==> src/rtl/serial_twos_decoder_pkg.sv <==
// Shared types and constants for the serial two's-complement receive path.
// Holds the FSM state encoding, default frame width and counter sizing.
package serial_twos_decoder_pkg;

  typedef enum logic {
    IDLE = 1'b0,
    RECV = 1'b1
  } state_t;

  localparam int WIDTH_DEF = 8;

  // Bits needed to count 0..w inclusive.
  function automatic int cnt_width(input int w);
    return $clog2(w + 1);
  endfunction

endpackage

==> src/rtl/serial_negate_cell.sv <==
// Bit-serial negation cell: passes bits up to the first 1, inverts the rest.
// Ports: clk, rst (async low), clear (new frame), enable (consume bit), bitIn, r.
module serial_negate_cell (
  input  logic clk,
  input  logic rst,
  input  logic clear,
  input  logic enable,
  input  logic bitIn,
  output logic r
);

  logic seen_one;

  // A clear marks the current bit as bit 0, so the old history is ignored.
  assign r = bitIn ^ (seen_one & ~clear);

  always_ff @(posedge clk or negedge rst) begin
    if (!rst) begin
      seen_one <= 1'b0;
    end else if (clear) begin
      seen_one <= enable & bitIn;
    end else if (enable) begin
      seen_one <= seen_one | bitIn;
    end
  end

endmodule

==> src/rtl/serial_twos_decoder.sv <==
// Receives an LSB-first negated serial word, re-negates it, emits it in parallel.
// Ports: clk, rst, start, bitIn, bitValid -> dataOut, rawOut, dataValid, negOverflow, busy.
module serial_twos_decoder
  import serial_twos_decoder_pkg::*;
#(
  parameter int WIDTH = WIDTH_DEF
) (
  input  logic             clk,
  input  logic             rst,
  input  logic             start,
  input  logic             bitIn,
  input  logic             bitValid,
  output logic [WIDTH-1:0] dataOut,
  output logic [WIDTH-1:0] rawOut,
  output logic             dataValid,
  output logic             negOverflow,
  output logic             busy
);

  localparam int CW = cnt_width(WIDTH);
  localparam logic [CW-1:0] LAST = CW'(WIDTH - 1);
  localparam logic [WIDTH-1:0] MIN_NEG = {1'b1, {(WIDTH-1){1'b0}}};

  state_t           state;
  logic [CW-1:0]    count;
  logic [WIDTH-1:0] rec;
  logic [WIDTH-1:0] raw;
  logic             r;
  logic             clear;
  logic             enable;
  logic [WIDTH-1:0] rec_base;
  logic [WIDTH-1:0] raw_base;
  logic [WIDTH-1:0] rec_next;
  logic [WIDTH-1:0] raw_next;

  // Idle cycles keep the cell cleared; start always begins a fresh frame.
  assign clear  = start | (state == IDLE);
  assign enable = bitValid & (start | (state == RECV));

  serial_negate_cell u_cell (
    .clk    (clk),
    .rst    (rst),
    .clear  (clear),
    .enable (enable),
    .bitIn  (bitIn),
    .r      (r)
  );

  assign rec_base = start ? '0 : rec;
  assign raw_base = start ? '0 : raw;
  assign rec_next = {r, rec_base[WIDTH-1:1]};
  assign raw_next = {bitIn, raw_base[WIDTH-1:1]};

  assign busy = (state == RECV);

  always_ff @(posedge clk or negedge rst) begin
    if (!rst) begin
      state       <= IDLE;
      count       <= '0;
      rec         <= '0;
      raw         <= '0;
      dataOut     <= '0;
      rawOut      <= '0;
      dataValid   <= 1'b0;
      negOverflow <= 1'b0;
    end else begin
      dataValid <= 1'b0;
      if (start) begin
        // Start wins over a completing frame; the old frame is dropped.
        state <= RECV;
        if (bitValid) begin
          count <= CW'(1);
          rec   <= rec_next;
          raw   <= raw_next;
        end else begin
          count <= '0;
          rec   <= '0;
          raw   <= '0;
        end
      end else if (state == RECV && bitValid) begin
        if (count == LAST) begin
          state       <= IDLE;
          count       <= '0;
          dataOut     <= rec_next;
          rawOut      <= raw_next;
          dataValid   <= 1'b1;
          negOverflow <= (raw_next == MIN_NEG);
        end else begin
          count <= count + CW'(1);
          rec   <= rec_next;
          raw   <= raw_next;
        end
      end
    end
  end

endmodule

==> config.mk <==
export PLATFORM = sky130hd
export DESIGN_NAME = serial_twos_decoder
export DESIGN_NICKNAME = d
export VERILOG_FILES = /design/src/rtl/serial_twos_decoder_pkg.sv /design/src/rtl/serial_negate_cell.sv /design/src/rtl/serial_twos_decoder.sv
export SDC_FILE = /design/constraint.sdc
export NUM_CORES = 1
export LEC_CHECK = 0
export ABC_AREA = 1
export BUFFER_PORTS_ARGS = -buffer_cell sky130_fd_sc_hd__buf_2
export CAP_MARGIN = 25
export CELL_PAD_IN_SITES_DETAIL_PLACEMENT = 0
export CELL_PAD_IN_SITES_GLOBAL_PLACEMENT = 2
export CORE_ASPECT_RATIO = 0.75
export CORE_MARGIN = 2
export CORE_UTILIZATION = 34
export DETAILED_ROUTE_END_ITERATION = 10
export PLACE_DENSITY = 0.74
export SLEW_MARGIN = 25
export SYNTH_ARGS = -nofsm -noshare
export SYNTH_HDL_FRONTEND = slang
export SYNTH_SLANG_ARGS = --single-unit
==> constraint.sdc <==
create_clock -name clk -period 1.58 [get_ports clk]
set_clock_uncertainty 0.2 [all_clocks]
set_input_delay 0 -clock clk [delete_from_list [all_inputs] [get_ports clk]]
set_output_delay 0 -clock clk [all_outputs]
set_load 0.05 [all_outputs]
# == Yosys cells after proc, flatten, opt, wreduce, memory -nomap -nowiden ==
# Index checks and enable logic that the tools add are counted.
# word_totals
regBits,40
out_inout_bits,19
in_bits,5
# classes
mux,22
n_reduce_logical,7
add_sub_neg,1
bitwise_logic,10
n_eq_ne,3
# ops
op,n
two-way mux 8 bit,10
two-way mux 4 bit,3
two-way mux 1 bit,9
"== test 8 bit, second input constant",1
nonzero test 2 bit,3
"adder 4 x 1 -> 4 bit, second input constant",1
"== test 4 x 3 -> 1 bit, second input constant",1
AND reduction 2 bit,2
bitwise AND 1 bit,3
inverter 1 bit,3
OR 1 bit,3
AND reduction 3 bit,1
"!= test 2 bit, second input constant",1
logical AND 1 bit,1
XOR 1 bit,1

# == Depth between registers and ports, before layout ==
# Gate-level depths: netlist of run 1.
# depth
word_depth,8
ltp_mapped,7

# == Cells and area by module ==
# From an unflattened synthesis of run 1, not the netlist that was laid out.
# hier_totals
hier_cells,181
area_unflattened_um2,1636.6
# modules_own_cells
mod,n_inst,area_per_inst_um2,cells_per_inst,seq_area_each_um2
serial_twos_decoder,1,1580.3,172,925.9
serial_negate_cell,1,56.3,9,25.0

# == Worst setup path before layout of run 1 ==
# OpenSTA, ideal clock, no wires.
# synth_path
path_kind,register -> register
from,"register state, in the netlist busy"
to,register rawOut[1]
n_path_buf,1
stages_incl_launch_ff,7
t_arrival_ns,1.268
t_required_ns,1.260
setup_time_ns,0.120
path_slack_ns,-0.008
path_cell_list,dfrtp_1 nand3_4 inv_2 nand2_4 buf_6 nand2_1 o21ai_2
# synth_via
elab_chain_cells,2
# synth_rtl
item,line_no,source
"start, declared",serial_twos_decoder.sv:24,state_t state;
"start signal, assigned",serial_twos_decoder.sv:58,state <= IDLE;
"start signal, assigned",serial_twos_decoder.sv:70,state <= RECV;
"start signal, assigned",serial_twos_decoder.sv:82,state <= IDLE;
logical AND 1 bit,serial_twos_decoder.sv:80,end else if (state == RECV && bitValid) begin
AND reduction 3 bit (no source line),--,
"end signal, assigned",serial_twos_decoder.sv:85,rawOut <= raw_next;
"end, declared",serial_twos_decoder.sv:14,"output logic [WIDTH-1:0] rawOut,"
# No other way between the ends.
# A chain may end at the register's enable or synchronous reset.

# == Final worst setup path of run 1 ==
# layout_path
from,register count[1]
to,register raw[5]
# layout_via
elab_chain_cells,3
# layout_rtl
item,line_no,source
"start, declared",serial_twos_decoder.sv:25,logic [CW-1:0] count;
"start signal, assigned",serial_twos_decoder.sv:89,count <= count + CW'(1);
== test 4 x 3 -> 1 bit,serial_twos_decoder.sv:81,if (count == LAST) begin
!= test 2 bit (no source line),--,
AND reduction 2 bit (no source line),--,
"end signal, assigned",serial_twos_decoder.sv:74,raw <= raw_next;
"end signal, assigned",serial_twos_decoder.sv:91,raw <= raw_next;
"end, declared",serial_twos_decoder.sv:27,logic [WIDTH-1:0] raw;
# No other way between the ends.

==> impl_metrics.csv, run 1 <==
group,metric,value,unit
status,status,"finished, violations left",
status,violations,"negative hold slack",
logic_synthesis,syn_inst,184,
die,core,4820,sq um
setup_path,cp-end-kind,"flop",
setup_path,critPathSlowestCell,"dfrtp_1",
routing,vias,1278,
die,floorplan.initialDensity,34.6,%
setup_path,cp_common_cell,"nand2_1",
cts,insertion_delay,0.29,ns
cts,clockBufferDepth,2,
logic_synthesis,seq_area_frac_synth,57.0,%
sta,timing.fmax,668,MHz
cts,cts_sinks,38,
cts,clk_pin_slew_worst_paths,0.07,ns
cts,numCtsBuffers,5,
logic_synthesis,synth_top_cells_by_area,"dfrtp_1 (57%), nand2_1 (17%), nand3_1 (6.6%)",
routing,drtPass1Iterations,4,
logic_synthesis,synth_area,1670,sq um
sta,finalHoldViolCount,17,
setup_path,critPathMaxStageDelay,0.39,ns
global_routing,grt_usage,14.1,%
global_routing,overflow,0,
finish,n_fill_cell,486,
routing,drtAntennaViolNets,0,
placement,dp.cells,266,
routing,drt_iter0_markers,96,
routing,routedWlPerCell,12.3,um
die,die_x,84.9,um
die,die_height,64.7,um
routing,viasPerCell,4.58,
logic_synthesis,ys_warn_count,0,
cts,cts_tree,"yes",
sta,period_needed,1.50,ns
power_and_ir_drop,power_density,975,nW/um^2
hold_path,hp-class,"in2async",
sta,min_period_over_period,94.8,%
setup_path,path_cells,"ha_2 > nand2_1 > nor2_4 > nor2_1 > buf_4 > nand2_1 > o21ai_0",
placement,place_hpwl,2360,um
finish,post-route-util,42.4,%
logic_synthesis,yosys.area.top_type,"dfrtp_1",
sta,worst_pin_slew,0.447,ns
power_and_ir_drop,leakage,1.08,nW
flow_run,max-cap-violations,0,
finish,fin_nets,224,
sta,tns,0,ns
sta,hold_ws,-0.0131,ns
die,ios,24,
global_routing,antenna_found_initial,0,
power_and_ir_drop,total_power,1.99,mW
routing,drc_errors,0,
placement,portBuffers,23,
logic_synthesis,postSynthAreaPerCell,9.07,sq um
finish,drive_gt1_share,26.5,%
sta,rsz0062_at_grt,"no",
routing,routed_wl,3430,um
logic_synthesis,ys_ff_latch,38,
power_and_ir_drop,peakVddDrop,0.394,mV
setup_path,arrival,1.47,ns
logic_synthesis,syn_nets,190,
setup_path,worst_setup_path_start_kind,"flop",
global_routing,grt_pass1_vias,1210,
setup_path,worstPathRequired,1.55,ns
sta,setup_violations,0,
cts,htree_levels,2,
global_routing,grt_max_degree,27,
sta,relSlewSlack,70.2,%
cts,cts_root_buffer,"clkbuf_8",
finish,diodes,0,
die,die_area,5490,sq um
finish,syn_to_final_growth,22.4,%
setup_path,crit_type,"reg2reg",
die,rows,22,
logic_synthesis,synth_top_area_share,57.0,%
finish,layout.cells.non_filler,279,
global_routing,grt_first_pass_wirelength,5920,um
placement,gp_congestion,0.730,
setup_path,worstPathMaxFanout,5,
sta,final_max_slew_viol_count,0,
logic_synthesis,synth_cell_types,20,
==> per-stage QoR <==
stage               setup slack, ns  area, sq um
CTS                          0.0295         2020
floorplan                     0.131         1670
global placement             0.0800         1870
finish                       0.0824         2040
detailed placement           0.0341         1870
global route                0.00700         2040
==> flip-flops by register name, summed over array words and instances, names as in the netlist <==
signal and count:
busy 1, count 4, dataOut 8, dataValid 1
negOverflow 1, raw 7, rawOut 8, rec 7
u_cell.seen_one 1
==> timing repair <==
item,4_1_cts,5_1_grt
gates resized for setup,0,5
hold buffers,5,0
buffers inserted,0,1
endpoints found under the setup margin,0,19
endpoints found under the hold margin,50,0
==> kinds of logic after synthesis <==
| kind of cell | after synthesis | synth area share (%) |
|---|---|---|
| and+or+nand+nor | 115 | 30.8 |
| DFF | 38 | 57.0 |
| adders and majority gates | 1 | 0.750 |
| buffers and inverters | 16 | 5.55 |
| AOI/OAI and AO/OA | 14 | 5.92 |
==> layout make-up <==
class,instances,area (sq um),area share [%]
Tap cell,60,75.1,3.67
Multi-Input combinational cell,130,644,31.5
Inverter,10,40.0,1.96
Clock buffer,7,76.3,3.74
Sequential cell,38,952,46.6
Clock inverter,1,30.0,1.47
Timing Repair Buffer,33,225,11.0
==> path summary, 6_finish.rpt <==
kind                                                to                  start  slack [ns]  depth (start not counted)
setup / recovery                    raw[5]$_DFFE_PN0P_   count[1]$_DFFE_PN0P_        0.08                          7
hold / removal             u_cell.seen_one$_DFFE_PN0P_                    rst       -0.01                          2
setup reg to reg                    raw[5]$_DFFE_PN0P_   count[1]$_DFFE_PN0P_        0.08                          7
hold reg to reg                  rawOut[7]$_DFFE_PN0P_  rawOut[7]$_DFFE_PN0P_        0.27                          2
max in group asynchronous       dataOut[1]$_DFFE_PN0P_                    rst        0.73                          3
min in group clk                 rawOut[7]$_DFFE_PN0P_  rawOut[7]$_DFFE_PN0P_        0.27                          2
==> per-layer routing <==
layer	share of wire [%]	GRT usage, %
met4	1.4	5.95
met2	44	19.9
met1	50	20.2
met3	4.5	4.08
met5	0	0
==> critical path: cells and delay by family (launching register included) <==
| family | cells | cell delay [ns] |
|---|---|---|
| AOI/OAI and AO/OA | 1 | 0.07 |
| adders and majority gates | 1 | 0.21 |
| buffers and inverters | 1 | 0.15 |
| DFF | 1 | 0.39 |
| and+or+nand+nor | 4 | 0.37 |
==> Yosys cell counts, drive strengths merged <==
master / count
a21oi: 1
o211ai: 1
o21ai: 12
nand3: 24
dfrtp: 38
nand2: 80
ha: 1
inv: 10
buf: 6
nor2: 9
nand4: 2
==> where the power goes <==
| group | internal (mW) | switching, mW |
|---|---|---|
| sequential | 0.999 | 0.0224 |
| clock | 0.472 | 0.329 |
| combinational | 0.0558 | 0.114 |
| total | 1.53 | 0.465 |
==> cells in the final DEF (no fill, tap or decap), types with 2 or more instances in the layout <==
master / count
clkbuf_1: 2
nand2_2: 2
nand4_1: 2
inv_1: 6
nand2_1: 76
o21ai_0: 5
o21ai_2: 7
buf_2: 23
dlygate4sd3_1: 4
dfrtp_1: 37
nor2_1: 6
inv_2: 3
nor2_2: 2
buf_12: 2
buf_4: 4
nand3_2: 2
clkbuf_8: 5
nand3_1: 21
Note: power is estimated with default switching activity, not from simulation.
==> run 2: changes to the inputs <==
--- a/config.mk
+++ b/config.mk
@@ -15,6 +15,7 @@
 export CORE_UTILIZATION = 34
 export DETAILED_ROUTE_END_ITERATION = 10
 export PLACE_DENSITY = 0.74
+export RECOVER_POWER = 100
 export SLEW_MARGIN = 25
 export SYNTH_ARGS = -nofsm -noshare
 export SYNTH_HDL_FRONTEND = slang
==> run 2 against run 1 <==
Net effect: the run still ends with negative hold slack left; clock-buffer cell count stayed put; fmax hardly changed; wire length is 0.26% higher; utilization is 1.0 points lower; combinational power is 4% lower; worst setup slack better by 0.00094 ns; sequential power hardly changed; critical path type unchanged; largest cell class unchanged; highest routed layer unchanged.
==> impl_metrics.csv, run 2 (synthesized netlist as in run 1, its figures left out) <==
group,metric,value,unit
setup_path,rr_worst_depth,7,
die,rows,22,
sta,timing.fmax,668,MHz
sta,period_needed,1.50,ns
cts,clockBufferDepth,2,
die,die_area,5490,sq um
routing,drtPass1Iterations,4,
global_routing,overflow,0,
power_and_ir_drop,total_power,1.99,mW
global_routing,grt_max_degree,27,
routing,viasPerCell,4.59,
power_and_ir_drop,power_density,997,nW/um^2
setup_path,worstPathMaxFanout,5,
cts,insertion_delay,0.29,ns
sta,setup_ws,0.0834,ns
sta,final_max_slew_viol_count,0,
power_and_ir_drop,leakage,0.993,nW
sta,rsz0062_at_grt,"no",
sta,finalHoldViolCount,17,
die,core,4820,sq um
finish,mostFrequentLayoutCells,"nand2_1 (77), dfrtp_1 (38), nand3_1 (21), clkbuf_1 (20)",
status,status,"finished, violations left",
finish,syn_to_final_growth,19.5,%
finish,layout.cells.non_filler,279,
sta,worst_pin_slew,0.600,ns
placement,place_hpwl,2360,um
setup_path,cp-end-kind,"flop",
cts,cts_sinks,38,
global_routing,grt_pass1_vias,1210,
placement,portBuffers,23,
placement,gp_congestion,0.730,
routing,routedWlPerCell,12.3,um
placement,dpl_worst_slack,0.0341,ns
setup_path,worstPathRequired,1.55,ns
setup_path,reg2reg_slack,0.08,ns
routing,routed_wl,3440,um
placement,place_area,1870,sq um
cts,numCtsBuffers,5,
sta,setup_violations,0,
setup_path,rr_endpoint,"raw[5]$_DFFE_PN0P_",
power_and_ir_drop,peakVddDrop,0.394,mV
finish,post-route-util,41.4,%
setup_path,crit_type,"reg2reg",
sta,tns,0,ns
finish,finalInstanceArea,1990,sq um
finish,layout_commonest_cell,"nand2_1",
setup_path,worst_setup_path_start_kind,"flop",
status,violations,"negative hold slack",
flow_run,max-cap-violations,0,
routing,vias,1280,
setup_path,rr_startpoint,"count[1]$_DFFE_PN0P_",
finish,fin_nets,224,
finish,largestRegisters,"dataOut x8, rawOut x8",
finish,diodes,0,
finish,drive_gt1_share,16.4,%
cts,cts_root_buffer,"clkbuf_8",
hold_path,hp-class,"in2async",
cts,htree_levels,2,
setup_path,arrival,1.47,ns
global_routing,antenna_found_initial,0,
global_routing,grt_usage,14.1,%
routing,drt_iter0_markers,108,
global_routing,grt_first_pass_wirelength,5920,um
routing,drc_errors,0,
sta,hold_ws,-0.00920,ns
cts,clk_pin_slew_worst_paths,0.07,ns
routing,drtAntennaViolNets,0,
die,die_height,64.7,um
die,ios,24,
placement,dp.cells,266,
sta,relSlewSlack,60.2,%
die,floorplan.initialDensity,34.6,%
sta,min_period_over_period,94.7,%
die,die_x,84.9,um
cts,cts_tree,"yes",
==> run 2: cell types whose count changed in the layout (fill, tap and decap cells not counted), moves of 2 or more <==
cell,change
buf_2,-20
clkbuf_1,+18
o21ai_2,-2
clkbuf_2,+3
==> run 2: metal layers <==
metal / track usage (%) / vias to the layer above / routed length, um
met4: 5.95 / 0 / 47
met3: 4.08 / 6 / 146
met5: 0 / - / 0
met2: 19.9 / 26 / 1510
met1: 20.2 / 589 / 1740
li1: - / 659 / -
==> run 2: worst max path at each step <==
stage,from,end,slack (ns),cells past startpoint
after detailed placement,count[1]$_DFFE_PN0P_,rawOut[3]$_DFFE_PN0P_,0.03,6
after global placement,count[1]$_DFFE_PN0P_,rawOut[4]$_DFFE_PN0P_,0.08,6
final,count[1]$_DFFE_PN0P_,raw[5]$_DFFE_PN0P_,0.08,7
after global routing,count[1]$_DFFE_PN0P_,rec[2]$_DFFE_PN0P_,0.007,7
after CTS,count[1]$_DFFE_PN0P_,rawOut[3]$_DFFE_PN0P_,0.03,6
after floorplan,count[0]$_DFFE_PN0P_,rawOut[1]$_DFFE_PN0P_,0.13,7
==> run 2: area by class of cell <==
| class | instances | area (sq um) |
|---|---|---|
| timing repair buffer | 33 | 188 |
| tap | 60 | 75.1 |
| clock buffer | 7 | 76.3 |
| sequential | 38 | 951 |
| multi-input combinational | 130 | 634 |
| clock inverter | 1 | 30.0 |
| inverter | 10 | 40.0 |
| fill | 499 | 2820 |
==> run 2: report_power, final <==
| group | switching (mW) | internal (mW) |
|---|---|---|
| clock | 0.331 | 0.472 |
| combinational | 0.113 | 0.0499 |
| sequential | 0.0225 | 0.999 |
| total | 0.466 | 1.52 |
==> run 2: worst max-delay path: stages, from the launching register on <==
cell and delay (ns):
dfrtp_1 0.39, ha_2 0.21, nand2_1 0.10, nor2_4 0.16, nor2_1 0.06, buf_4 0.15, nand2_1 0.05, o21ai_0 0.07
==> run 2: timing repair <==
action | CTS | global route
hold buffers | 5 | 0
hold endpoints to repair | 50 | 0
setup buffers | 0 | 1
setup endpoints to repair | 0 | 19
gates resized for setup | 0 | 5
==> run 3: changes to the inputs <==
--- a/config.mk
+++ b/config.mk
@@ -6,7 +6,7 @@
 export NUM_CORES = 1
 export LEC_CHECK = 0
 export ABC_AREA = 1
-export BUFFER_PORTS_ARGS = -buffer_cell sky130_fd_sc_hd__buf_2
+export BUFFER_PORTS_ARGS = -buffer_cell sky130_fd_sc_hd__buf_4
 export CAP_MARGIN = 25
 export CELL_PAD_IN_SITES_DETAIL_PLACEMENT = 0
 export CELL_PAD_IN_SITES_GLOBAL_PLACEMENT = 2
==> run 3 against run 2 <==
Net effect: fmax decreased by 1.5%; total power down 4.6%; die area unchanged; first-iteration DRC count decreased by 10%; critical path depth unchanged; critical path type unchanged; sequential share of layout area down 0.44 points; the run now ends clean; clock power fell by 14%; utilization increased by 0.39 points; worst setup slack got worse by 0.022 ns; clock-buffer cell count shrank 1; critical endpoint is now rec[1]$_DFFE_PN0P_.
==> impl_metrics.csv, run 3 (synthesized netlist as in run 1, its figures left out) <==
group,metric,value,unit
global_routing,grt_usage,13.8,%
sta,setup_violations,0,
finish,mostFrequentLayoutCells,"nand2_1 (76), dfrtp_1 (38), nand3_1 (22), clkbuf_1 (18), buf_4 (9)",
hold_path,hp-class,"in2async",
die,die_area,5490,sq um
sta,worst_pin_slew,0.940,ns
routing,drtAntennaViolNets,0,
sta,relSlewSlack,37.3,%
die,die_x,84.9,um
placement,dpl_worst_slack,0.0409,ns
setup_path,critPathSlowestCell,"dfrtp_1",
setup_path,critPathMaxStageDelay,0.44,ns
routing,routed_wl,3420,um
routing,drt_iter0_markers,97,
cts,clk_pin_slew_worst_paths,0.08,ns
finish,drive_gt1_share,18.6,%
routing,drc_errors,0,
routing,vias,1318,
sta,min_period_over_period,96.1,%
global_routing,overflow,0,
flow_run,max-cap-violations,0,
setup_path,reg2reg_slack,0.06,ns
setup_path,crit_type,"reg2reg",
setup_path,worst_setup_path_start_kind,"flop",
sta,finalHoldViolCount,0,
power_and_ir_drop,leakage,1.00,nW
cts,cts_sinks,38,
setup_path,worstPathMaxFanout,4,
finish,fin_nets,225,
routing,routedWlPerCell,12.2,um
finish,largestRegisters,"dataOut x8, rawOut x8",
global_routing,grt_max_degree,39,
status,status,"completed",
sta,final_max_slew_viol_count,0,
finish,n_fill_cell,516,
placement,place_hpwl,2360,um
die,ios,24,
setup_path,arrival,1.49,ns
sta,setup_ws,0.0613,ns
power_and_ir_drop,power_density,942,nW/um^2
setup_path,worstPathRequired,1.55,ns
cts,numCtsBuffers,5,
die,die_height,64.7,um
routing,drtPass1Iterations,5,
finish,layout_commonest_cell,"nand2_1",
cts,cts_tree,"yes",
cts,clockBufferDepth,2,
die,core,4820,sq um
die,floorplan.initialDensity,34.6,%
finish,syn_to_final_growth,20.6,%
sta,period_needed,1.52,ns
routing,viasPerCell,4.71,
sta,timing.fmax,658,MHz
cts,htree_levels,2,
power_and_ir_drop,peakVddDrop,0.380,mV
setup_path,path_cells,"ha_4 > nand2_2 > nor2_4 > nor2_2 > buf_4 > nand2_1 > o21ai_0",
placement,gp_congestion,0.737,
cts,cts_root_buffer,"clkbuf_8",
cts,insertion_delay,0.29,ns
global_routing,grt_first_pass_wirelength,5890,um
global_routing,grt_pass1_vias,1277,
global_routing,antenna_found_initial,0,
finish,diodes,0,
setup_path,cp-end-kind,"flop",
die,rows,22,
finish,post-route-util,41.8,%
placement,portBuffers,23,
==> run 3: where the power goes <==
group | leakage, nW | switching (mW) | internal, mW
combinational | 0.437 | 0.115 | 0.0628
sequential | 0.516 | 0.0264 | 0.999
clock | 0.0472 | 0.342 | 0.351
==> run 3: worst paths after layout <==
path,start,endpoint,depth (start not counted)
min in group clk,dataOut[3]$_DFFE_PN0P_,dataOut[3]$_DFFE_PN0P_,2
worst min register to register,dataOut[3]$_DFFE_PN0P_,dataOut[3]$_DFFE_PN0P_,2
worst min-delay path,rst,count[1]$_DFFE_PN0P_,2
worst max register to register,count[1]$_DFFE_PN0P_,rec[1]$_DFFE_PN0P_,7
max in group asynchronous,rst,dataOut[7]$_DFFE_PN0P_,2
worst max-delay path,count[1]$_DFFE_PN0P_,rec[1]$_DFFE_PN0P_,7
==> run 3: area by class of cell <==
| class | count | area (sq um) | area share, % |
|---|---|---|---|
| clock inverter | 2 | 12.5 | 0.622 |
| sequential | 38 | 951 | 47.2 |
| clock buffer | 6 | 82.6 | 4.10 |
| multi-input combinational | 130 | 649 | 32.3 |
| timing repair buffer | 34 | 205 | 10.2 |
| tap | 60 | 75.1 | 3.73 |
| inverter | 10 | 37.5 | 1.86 |
==> run 3: timing repair <==
action / CTS / global route
gates resized for setup: 0 / 5
setup buffers: 0 / 2
endpoints found under the hold margin: 50 / 0
hold buffers: 4 / 0
setup endpoints to repair: 0 / 22
==> run 3: metal layers <==
| metal | vias up | share of wire [%] | global-route usage (%) |
|---|---|---|---|
| met1 | 618 | 50 | 18.2 |
| li1 | 658 | - | - |
| met3 | 6 | 5.2 | 4.08 |
| met5 | - | 0 | 0 |
| met2 | 36 | 43 | 21.4 |
| met4 | 0 | 1.8 | 5.36 |
==> run 3: critical path, delay by kind of cell, from the launching register on <==
kind / cells / cell delay (ns)
and+or+nand+nor: 4 / 0.36
DFF: 1 / 0.44
adders and majority gates: 1 / 0.18
AOI/OAI and AO/OA: 1 / 0.07
buffers and inverters: 1 / 0.15
==> run 3: stage by stage <==
step | power (mW) | TNS [ns] | area, sq um | hold slack [ns] | std cells
after floorplan | 1.13 | 0 | 1670 | -0.496 | 184
after global placement | 1.20 | 0 | 1910 | -0.206 | 266
after detailed placement | 1.20 | 0 | 1910 | -0.200 | 266
after CTS | 1.91 | 0 | 2050 | 0.0250 | 278
after global routing | 2.00 | -0.0181 | 2010 | 0.276 | 280
final | 1.90 | 0 | 2010 | 0.183 | 280
